## src/rtl/pdm_decoder_if.sv

```systemverilog
// ============================================================================
// pdm_decoder_if : stereo 1-bit stream inputs and decimated sample outputs
// Revision 1.0
// ============================================================================
`default_nettype none

interface pdm_decoder_if;
    logic        pdm_l;
    logic        pdm_r;
    logic [15:0] left_data;
    logic [15:0] right_data;
    logic        sample_valid;

    modport master (
        output pdm_l,
        output pdm_r,
        input  left_data,
        input  right_data,
        input  sample_valid
    );

    modport slave (
        input  pdm_l,
        input  pdm_r,
        output left_data,
        output right_data,
        output sample_valid
    );
endinterface

`default_nettype wire

```

## src/rtl/pdm_decoder.sv

```systemverilog
// ============================================================================
// pdm_decoder : stereo first-order sigma-delta stream to 16-bit sample decoder
//               using a sinc^2 CIC decimator of ratio 2^DEC_LOG2 per channel.
// Revision 1.0
// ============================================================================
`default_nettype none

module pdm_decoder #(
    parameter int DEC_LOG2 = 8
) (
    input  wire logic    clk,
    input  wire logic    rst_n,
    pdm_decoder_if.slave bus
);

    localparam int W     = 2 * DEC_LOG2 + 1;
    localparam int SHIFT = 16 - 2 * DEC_LOG2;
    localparam logic [DEC_LOG2-1:0] C_DCNT_LAST = '1;
    localparam logic [W-1:0]        C_FULL      = {1'b1, {(2 * DEC_LOG2){1'b0}}};

    logic [DEC_LOG2-1:0] r_dcnt;
    logic                r_fire;
    logic                r_valid;
    logic                w_comb;

    assign w_comb = (r_dcnt == C_DCNT_LAST);

    always_ff @(posedge clk or negedge rst_n) begin
        if (!rst_n) begin
            r_dcnt  <= '0;
            r_fire  <= 1'b0;
            r_valid <= 1'b0;
        end else begin
            r_dcnt  <= r_dcnt + 1'b1;
            r_fire  <= w_comb;
            r_valid <= r_fire;
        end
    end

    for (genvar ch = 0; ch < 2; ch++) begin : g_ch
        logic         w_pin;
        logic         r_s1;
        logic         r_s2;
        logic [W-1:0] r_i1;
        logic [W-1:0] r_i2;
        logic [W-1:0] r_i2_d;
        logic [W-1:0] r_c1_d;
        logic [W-1:0] r_c2;
        logic [W-1:0] w_c1_new;
        logic [15:0]  w_scaled;
        logic [15:0]  r_out;

        assign w_pin    = (ch == 0) ? bus.pdm_l : bus.pdm_r;
        assign w_c1_new = r_i2 - r_i2_d;
        // A full window of ones is the only value that overflows the 16-bit code.
        assign w_scaled = (r_c2 == C_FULL) ? 16'hFFFF
                        : (16'(r_c2[2*DEC_LOG2-1:0]) << SHIFT);

        always_ff @(posedge clk or negedge rst_n) begin
            if (!rst_n) begin
                r_s1   <= 1'b0;
                r_s2   <= 1'b0;
                r_i1   <= '0;
                r_i2   <= '0;
                r_i2_d <= '0;
                r_c1_d <= '0;
                r_c2   <= '0;
                r_out  <= '0;
            end else begin
                r_s1 <= w_pin;
                r_s2 <= r_s1;
                // Integrators wrap freely; the comb differences cancel the wrap.
                r_i1 <= r_i1 + {{(W-1){1'b0}}, r_s2};
                r_i2 <= r_i2 + r_i1;
                if (w_comb) begin
                    r_i2_d <= r_i2;
                    r_c1_d <= w_c1_new;
                    r_c2   <= w_c1_new - r_c1_d;
                end
                if (r_fire) begin
                    r_out <= w_scaled;
                end
            end
        end
    end

    assign bus.left_data    = g_ch[0].r_out;
    assign bus.right_data   = g_ch[1].r_out;
    assign bus.sample_valid = r_valid;

endmodule

`default_nettype wire
```

## src/flat_wrapper.sv

```systemverilog
// flat-port wrapper written by rule: the top's interface ports become plain ports
module pdm_decoder_flat 
#(
    parameter int DEC_LOG2 = 8
)
  (clk, rst_n, bus_pdm_l, bus_pdm_r, bus_left_data, bus_right_data, bus_sample_valid);
  pdm_decoder_if bus_i ();
  input  wire logic clk;
  input  wire logic rst_n;
  input wire logic [$bits(bus_i.pdm_l)-1:0] bus_pdm_l;
  input wire logic [$bits(bus_i.pdm_r)-1:0] bus_pdm_r;
  output wire logic [$bits(bus_i.left_data)-1:0] bus_left_data;
  output wire logic [$bits(bus_i.right_data)-1:0] bus_right_data;
  output wire logic [$bits(bus_i.sample_valid)-1:0] bus_sample_valid;
  assign bus_i.pdm_l = bus_pdm_l;
  assign bus_i.pdm_r = bus_pdm_r;
  assign bus_left_data = bus_i.left_data;
  assign bus_right_data = bus_i.right_data;
  assign bus_sample_valid = bus_i.sample_valid;
  pdm_decoder #(.DEC_LOG2(DEC_LOG2)) u_core (.clk(clk), .rst_n(rst_n), .bus(bus_i));
endmodule
```

## config.mk

```make
export PLATFORM = sky130hd
export DESIGN_NAME = pdm_decoder_flat
export DESIGN_NICKNAME = d
export VERILOG_FILES = /design/src/rtl/pdm_decoder_if.sv /design/src/rtl/pdm_decoder.sv /design/src/flat_wrapper.sv
export SDC_FILE = /design/constraint.sdc
export NUM_CORES = 1
export LEC_CHECK = 0
export CAP_MARGIN = 30
export CORE_ASPECT_RATIO = 1.5
export CORE_MARGIN = 2
export CORE_UTILIZATION = 50
export CTS_BUF_LIST = sky130_fd_sc_hd__clkbuf_4 sky130_fd_sc_hd__clkbuf_8 sky130_fd_sc_hd__clkbuf_16
export CTS_CLUSTER_DIAMETER = 30
export DETAILED_ROUTE_END_ITERATION = 8
export MAX_ROUTING_LAYER = met4
export PLACE_DENSITY_LB_ADDON = 0.2
export SLEW_MARGIN = 20
export SYNTH_ARGS = -nofsm -noshare
export SYNTH_HDL_FRONTEND = slang
export SYNTH_SLANG_ARGS = --single-unit
```

## constraint.sdc

```tcl
create_clock -name clk -period 3.6 [get_ports clk]
set_clock_uncertainty 0.15 [all_clocks]
set_input_delay 0.72 -clock clk [delete_from_list [all_inputs] [get_ports clk]]
set_output_delay 0.72 -clock clk [all_outputs]
set_load 0.01 [all_outputs]
```

After elaboration in Yosys (flattened, before gate mapping). Index checks and enable logic that the tools add are counted. Widths: inputs -> output; s select.

Input bits: 4. Logic and storage cells: 33. Register bits after elaboration: 216.

Eq/ne operators: 3. $add $sub $neg: 9. Mux-type cells: 2.

Operators by type and width (count): $sub 17x17->17 (4); $add 17x1->17 (2); $add 17x17->17 (2); $eq 17x17->1 const B (2); $mux 16 (2); $add 8x1->8 const B (1); $eq 8x8->1 const B (1).

Logic depth before layout (Yosys ltp).
Depth after elaboration: 2. Mapped depth: 19.

Least setup slack after synthesis. No wires, ideal clock.

Path type: reg2reg. From: register u_core.g_ch[1].r_i2_d[1]. To: register u_core.g_ch[1].r_c2[16]. Clock period less this slack: 3.611 ns. Arrival: 3.332 ns. Cell stages (with the launch flop): 19. Setup slack: -0.011 ns. Buffers on the path: 0. Cell sequence: dfrtp_1 -> inv_1 -> ha_1 -> nor2b_1 -> o21ai_1 -> a21boi_1 -> o21ai_0 -> a21oi_2 -> o311ai_2 -> and3_1 -> nor2_1 -> ha_1 -> a21oi_1 -> o21ai_0 -> a31oi_1 -> nor3_1 -> a311oi_1 -> xor2_1 -> o21ai_1.

Cells in the longest elaborated chain, start to end: 2.

RTL lines: start, declared (RTL line pdm_decoder.sv:46) `logic [W-1:0] r_i2_d;`; start signal, assigned (RTL line pdm_decoder.sv:76) `r_i2_d <= r_i2;`; $sub 17x17->17 (RTL line pdm_decoder.sv:54) `assign w_c1_new = r_i2 - r_i2_d;`; net u_core.g_ch[1].w_c1_new[13] (RTL line pdm_decoder.sv:49) `logic [W-1:0] w_c1_new;`; $sub 17x17->17 (RTL line pdm_decoder.sv:78) `r_c2 <= w_c1_new - r_c1_d;`; end signal, assigned (RTL line pdm_decoder.sv:78); end, declared (RTL line pdm_decoder.sv:48) `logic [W-1:0] r_c2;`.

The timed path passes the listed nets, and every way through them passes these cells. A chain may end at the register's enable or synchronous reset.

Worst setup path in the final report. Ends and elaborated chain as after synthesis.

==> qor.yml <==
pwr:
  p_sw_mw: 5.068
  clkPwrFrac_pct: 26.5
  swShare_pct: 37.35
  irDropWorstVdd_mv: 0.4640
  p_int_mw: 8.501
  seqPwrFrac_pct: 21.2
  total_power_mw: 13.57
  combPwrFrac_pct: 52.3
  power_density_nw_per_um2: 892.4
  leakage_nw: 7.100
die:
  io_pins: 37
  die_h_um: 195.1
  design.core.area_um2: 23830
  dieArea_um2: 25630
  rows: 69
  dieWidth_um: 131.4
  initial_core_util_pct: 51.08
grt:
  grt_pass1_wl_um: 40710
  antenna_found_initial: 0
  track_usage_pct: 19.11
  overflow: 0
  grt_max_degree: 89
  grt_pass1_vias: 9157
sta:
  min_period_ps: 3559
  rsz0062_at_grt: "yes"
  timing.final.crit_share_pct: 98.87
  worst_pin_slew_ps: 777.6
  finalSetupViolCount: 0
  drv_slew: 0
  max_freq_ghz: 0.2809
  maxSlewHeadroom_pct: 48.16
  finalHoldViolCount: 0
finish:
  nFillCells: 1952
  antennaDiodeCount: 0
  drive_gt1_share_pct: 18.04
  area_growth_pct: 24.94
  fin_area_um2: 15210
  nets: 1491
detailed_routing:
  avgRoutedWirePerCell_um: 13.41
  first_pass_iters: 4
  ant_nets: 0
  wl_um: 23160
  drt_iter0_drc: 370
  num_vias: 9030
  vias_per_cell: 5.229
  drc_errors: 0
clocking:
  ctsHtreeMaxLevel: 2
  cts-root-buf: "clkbuf_16"
  cts_tree: "done"
  clock-sinks: 216
  numCtsBuffers: 38
  cts_buffer_depth: 3
  clk_latency_ps: 510
  path_clk_slew_ps: 50
synth:
  synth_common_cells: "dfrtp_1 (216), nand2_1 (147), o21ai_0 (113)"
  netlist_area_um2: 12170
  yosysTopAreaCell: "dfrtp_1"
  ys.warnings.count: 0
  yosysMostFrequentCell: "dfrtp_1"
  ys_seq_area_share_pct: 44.41
  synth_top_area_share_pct: 44.41
  synthTopCellsByArea: "dfrtp_1 (44%), ha_1 (10%), xnor2_1 (5.6%), o21ai_0 (4.6%), nand2_1 (4.5%)"
  synth-seq-cells: 216
  ys_types: 70
  synth_fp_nets: 1356
  synth_ff_type: "dfrtp_1"
  syn_area_per_cell_um2: 9.775
  async_flop_share_pct: 100.0
  synthCells: 1245
  synth-edff-count: 0
critical_path:
  timing.rr.start: "u_core.g_ch[1].r_i2_d[1]"
  r2r_setup_slack_ps: 40
  crit_fanout: 3
  startpoint_type: "register"
  r2r_cells: 18
  worst_setup_path_end_kind: "register"
  crit_type: "reg2reg"
  crit_arrival_ps: 3780
  cp_data_required_time_ps: 3820
  reg2reg_to: "u_core.g_ch[1].r_c2[16]"
run_status:
  status: "complete, no violations"
run:
  maxCapViolations: 0
placement:
  gp_congestion: 0.8217
  placed_area_um2: 13400
  dp_hpwl_um: 15950
  port_buffers: 36
min_path:
  hold_path.class: "in2async"
-- what timing repair did --
item	CTS	global route
setup endpoints to repair	7	14
hold buffers	0	0
pin swaps	35	47
cloned	0	0
resized for setup	34	50
setup buffers	7	10
-- cells in the final DEF, fill, tap and decap left out, drive strengths merged, types with 44 or more instances in the layout --
cell type	synthesis	layout
dfrtp	216	216
nand2	147	147
o21ai	126	126
inv	110	120
ha	101	101
buf	9	89
xnor2	78	78
a21oi	67	67
nor2	53	53
clkbuf	20	44
-- worst max path at each step --
stage / from / to / slack (ps) / depth (start not counted)
6_report: u_core.g_ch[1].r_i2_d[1] / u_core.g_ch[1].r_c2[16] / 40 / 18
5_1_grt: u_core.g_ch[1].r_i2[0] / u_core.g_ch[1].r_c2[16] / -200 / 17
4_1_cts: u_core.g_ch[1].r_i2[1] / u_core.g_ch[1].r_c2[16] / 0.8 / 17
3_5_place_dp: u_core.g_ch[1].r_i2_d[0] / u_core.g_ch[1].r_c2[16] / -330 / 15
3_3_place_gp: u_core.g_ch[1].r_i2_d[0] / u_core.g_ch[1].r_c2[16] / -170 / 15
2_1_floorplan: u_core.g_ch[1].r_i2[6] / u_core.g_ch[1].r_c2[16] / 40 / 17
-- critical path: stages, from the launching register on --
cell and delay (ps):
dfrtp_1 350, inv_2 40, ha_1 270, nor2b_1 140, o21ai_2 160, a21boi_2 90
o21ai_2 200, a21oi_2 110, buf_4 150, nor3_4 180, xnor2_1 170, ha_1 310
a21oi_1 220, o21ai_2 100, a31oi_4 180, nor3_2 70, a311oi_2 240, xor2_1 200
o21ai_1 70
-- power by group through the flow --
| stage | sequential [mW] | combinational, mW | clock (mW) |
|---|---|---|---|
| after global placement | 2.89 | 5.89 | 0 |
| after floorplan | 2.84 | 4.38 | 0 |
| after global routing | 2.91 | 7.88 | 3.80 |
| after detailed placement | 2.90 | 6.01 | 0 |
| final | 2.88 | 7.09 | 3.60 |
| after CTS | 2.87 | 6.42 | 3.68 |
-- layout make-up --
class	count	area, um^2	area share [%]
multi-input combinational	890	6606	43.45
sequential	216	5405	35.55
timing repair buffer	124	1071	7.044
clock buffer	44	1061	6.978
inverter	110	412.9	2.715
tap	319	399.1	2.625
clock inverter	24	250.2	1.646
-- routing by layer --
| metal | GRT usage, % | up-vias | part of all wire [%] |
|---|---|---|---|
| li1 | - | 4629 | - |
| met1 | 22.51 | 4264 | 46 |
| met2 | 33.37 | 93 | 49 |
| met3 | 2.830 | 44 | 2.5 |
| met4 | 6.844 | 0 | 2.6 |
| met5 | - | - | 0 |
-- logic make-up after synthesis --
kind of cell	Yosys count	share of synthesized area (%)
XOR/XNOR	115	8.276
AO/OA/AOI/OAI	335	17.96
AND/OR/NAND/NOR	320	12.47
buffers and inverters	139	4.328
flip-flops	216	44.41
multiplexers	13	1.182
adder cells (fa/ha/maj)	107	11.37
-- state kept, by name (all words and copies together), names as in the netlist --
register / count
u_core.g_ch.r_i2_d: 34
u_core.g_ch.r_s2: 2
u_core.r_dcnt: 8
u_core.g_ch.r_s1: 2
u_core.bus.sample_valid: 1
u_core.bus.left_data: 16
u_core.bus.right_data: 16
u_core.r_fire: 1
u_core.g_ch.r_c1_d: 34
u_core.g_ch.r_i2: 34
u_core.g_ch.r_c2: 34
u_core.g_ch.r_i1: 34
-- stage by stage --
stage,setup WS (ps),std cells,util (%),hold slack [ps],TNS (ps)
after floorplan,37.76,1245,-,181.2,0
after global placement,-170.9,1642,56.22,183.9,-370.4
after detailed placement,-326.4,1642,56.22,187.9,-825.5
after CTS,0.8002,1717,62.59,61.14,0
after global routing,-200.1,1727,63.82,104.4,-802.9
final,40.50,1727,63.82,57.82,0
(Power assumes the default switching activity.)
==> variant (config.mk and constraints unchanged) <==
Make the reset (`rst_n`) synchronous in 2 clocked blocks.
--- a/src/rtl/pdm_decoder.sv
+++ b/src/rtl/pdm_decoder.sv
@@ -25,7 +25,7 @@
 
     assign w_comb = (r_dcnt == C_DCNT_LAST);
 
-    always_ff @(posedge clk or negedge rst_n) begin
+    always_ff @(posedge clk) begin
         if (!rst_n) begin
             r_dcnt  <= '0;
             r_fire  <= 1'b0;
@@ -56,7 +56,7 @@
         assign w_scaled = (r_c2 == C_FULL) ? 16'hFFFF
                         : (16'(r_c2[2*DEC_LOG2-1:0]) << SHIFT);
 
-        always_ff @(posedge clk or negedge rst_n) begin
+        always_ff @(posedge clk) begin
             if (!rst_n) begin
                 r_s1   <= 1'b0;
                 r_s2   <= 1'b0;
Function: same outputs for any inputs over 10 cycles, from zero or initial values and one cycle with rst_n low; that may be too few to reach the edited logic, so the function may still have changed.
==> variant against the original RTL <==
The run now ends with negative setup slack left. Design area fell by 3.4%. Sequential cell count did not move. Area after synthesis fell by 2.3%. Non-clock buffer count fell by 19. Setup slack got worse by 0.17 ns. Wire length rose by 8.5%. Global-route usage rose by 1.8 points. Utilization fell by 1.5 points.
Power is not compared: it rests on default switching activity, and its combinational part moved more than twofold at a synthesized area within 25%.
==> variant: results (changes against the original RTL) <==
[timing]
fin_setup_tns_ns=-0.222  ; -0.222 ns
final_setup_vio_count=4  ; +4
final.setup.worst_slack_ns=-0.126  ; -0.166 ns
max_slew_margin_pct=51.4  ; +3.2 points

[global_routing]
grt_use_total_pct=20.9  ; +1.8 points
grt_max_degree=85  ; -4.5%
wire_length_of_the_first_global_routing_pass_um=42400  ; +4.2%

[placement]
gp_congestion=0.847  ; +3.1%
dp.final_hpwl_um=17600  ; +10%
place_area_sq_um=12900  ; -3.8%

[worst_setup_path]
cells_on_worst_reg2reg_path=16  ; -2
worst_setup_path_end=u_core.g_ch[0].r_c2[13]
data_arrival_time_of_the_critical_path_ns=3.96  ; +0.18 ns
critPathMaxStageDelay_ns=0.40  ; +0.05 ns
cp_max_delay_cell=a221o_2

[run_status]
failed_checks=negative setup slack
outcome=finished with violations

[synth]
post_synth.cell_area_avg_sq_um=8.47  ; -13%
synth_common_cells=216 x dfxtp_1, 171 x nand2_1, 128 x a21oi_1, 122 x nor2_1, 101 x ha_1
synthesis.yosys.warnings=0  ; unchanged
postSynthNetCount=1515  ; +12%
synth-async-reset-ratio_pct=0  ; -100 points
synthDistinctLibCells=68  ; -2.9%
synth_area_leaders=dfxtp_1 36%, ha_1 11%, nand2_1 5.4%, a21oi_1 5.4%, xnor2_1 4.5%
synth_sequential_area_ratio_pct=36.4  ; -8.0 points

[finish]
drive_gt1_share_pct=17.4  ; -0.59 points
comb.multi_input.count=1042  ; +17%
filler_cell_count=2018  ; +3.4%
final_cells=1838  ; +6.4%
area_used_by_multi_input_combinational_logic_sq_um=7430  ; +12%
layout.non_clock_inverters=91  ; -17%
area.sequential_sq_um=4340  ; -20%
clock_cell_area_share_pct=8.69  ; +0.069 points
post-route-cell-area_sq_um=14700  ; -3.4%

[detailed_routing]
drt_first_iter_violations=586  ; +58%
routed-wl-met3_um=579  ; +1.9%
drt_pass1_iterations=5  ; +1
detail_route.wirelength.met1_um=11300  ; +6.3%
vias_per_cell=5.34  ; +2.1%
route.detailed.wl_per_inst_um=13.7  ; +2.0%
met2RoutedLength_um=12700  ; +11%

[clock_tree]
numCtsBuffers=37  ; -2.6%

[worst_hold_path]
worst_hold_path_type=flop to flop

[variant: per-stage QoR]
stage / worst slack [ns] / hold slack (ns)
5_1_grt: -0.272 / 0.307
2_1_floorplan: 0.0114 / 0.262
4_1_cts: -0.0119 / 0.289
3_3_place_gp: -0.147 / 0.275
3_5_place_dp: -0.220 / 0.278
6_report: -0.126 / 0.285
[variant: metal layers]
layer / track usage (%) / vias to the layer above
li1: - / 5109
met1: 24.1 / 4517
met5: - / -
met4: 7.44 / 0
met2: 36.7 / 134
met3: 3.02 / 49
[variant: what timing repair did]
| item | 4_1_cts | 5_1_grt |
|---|---|---|
| endpoints found under the setup margin | 12 | 13 |
| pin swaps | 19 | 74 |
| buffers inserted | 4 | 9 |
| gates resized for setup | 32 | 57 |
| gates cloned | 0 | 0 |
[variant: cell families after synthesis]
| logic type | share of synthesized area, % |
|---|---|
| buffers and inverters | 4.69 |
| AND/OR/NAND/NOR | 18.5 |
| multiplexers | 0.168 |
| flip-flops | 36.4 |
| adder cells (fa/ha/maj) | 11.6 |
| XOR/XNOR | 7.88 |
| AO/OA/AOI/OAI | 20.8 |
[variant: worst min-delay path by stage]
stage | from | endpoint | slack, ns | depth (start not counted)
6_report | u_core.g_ch[0].r_s1 | u_core.g_ch[0].r_s2 | 0.28 | 1
5_1_grt | u_core.g_ch[0].r_s1 | u_core.g_ch[0].r_s2 | 0.31 | 1
4_1_cts | u_core.g_ch[0].r_s1 | u_core.g_ch[0].r_s2 | 0.29 | 1
3_5_place_dp | u_core.g_ch[0].r_s1 | u_core.g_ch[0].r_s2 | 0.28 | 1
3_3_place_gp | u_core.g_ch[0].r_s1 | u_core.g_ch[0].r_s2 | 0.27 | 1
2_1_floorplan | u_core.g_ch[0].r_s1 | u_core.g_ch[0].r_s2 | 0.26 | 1
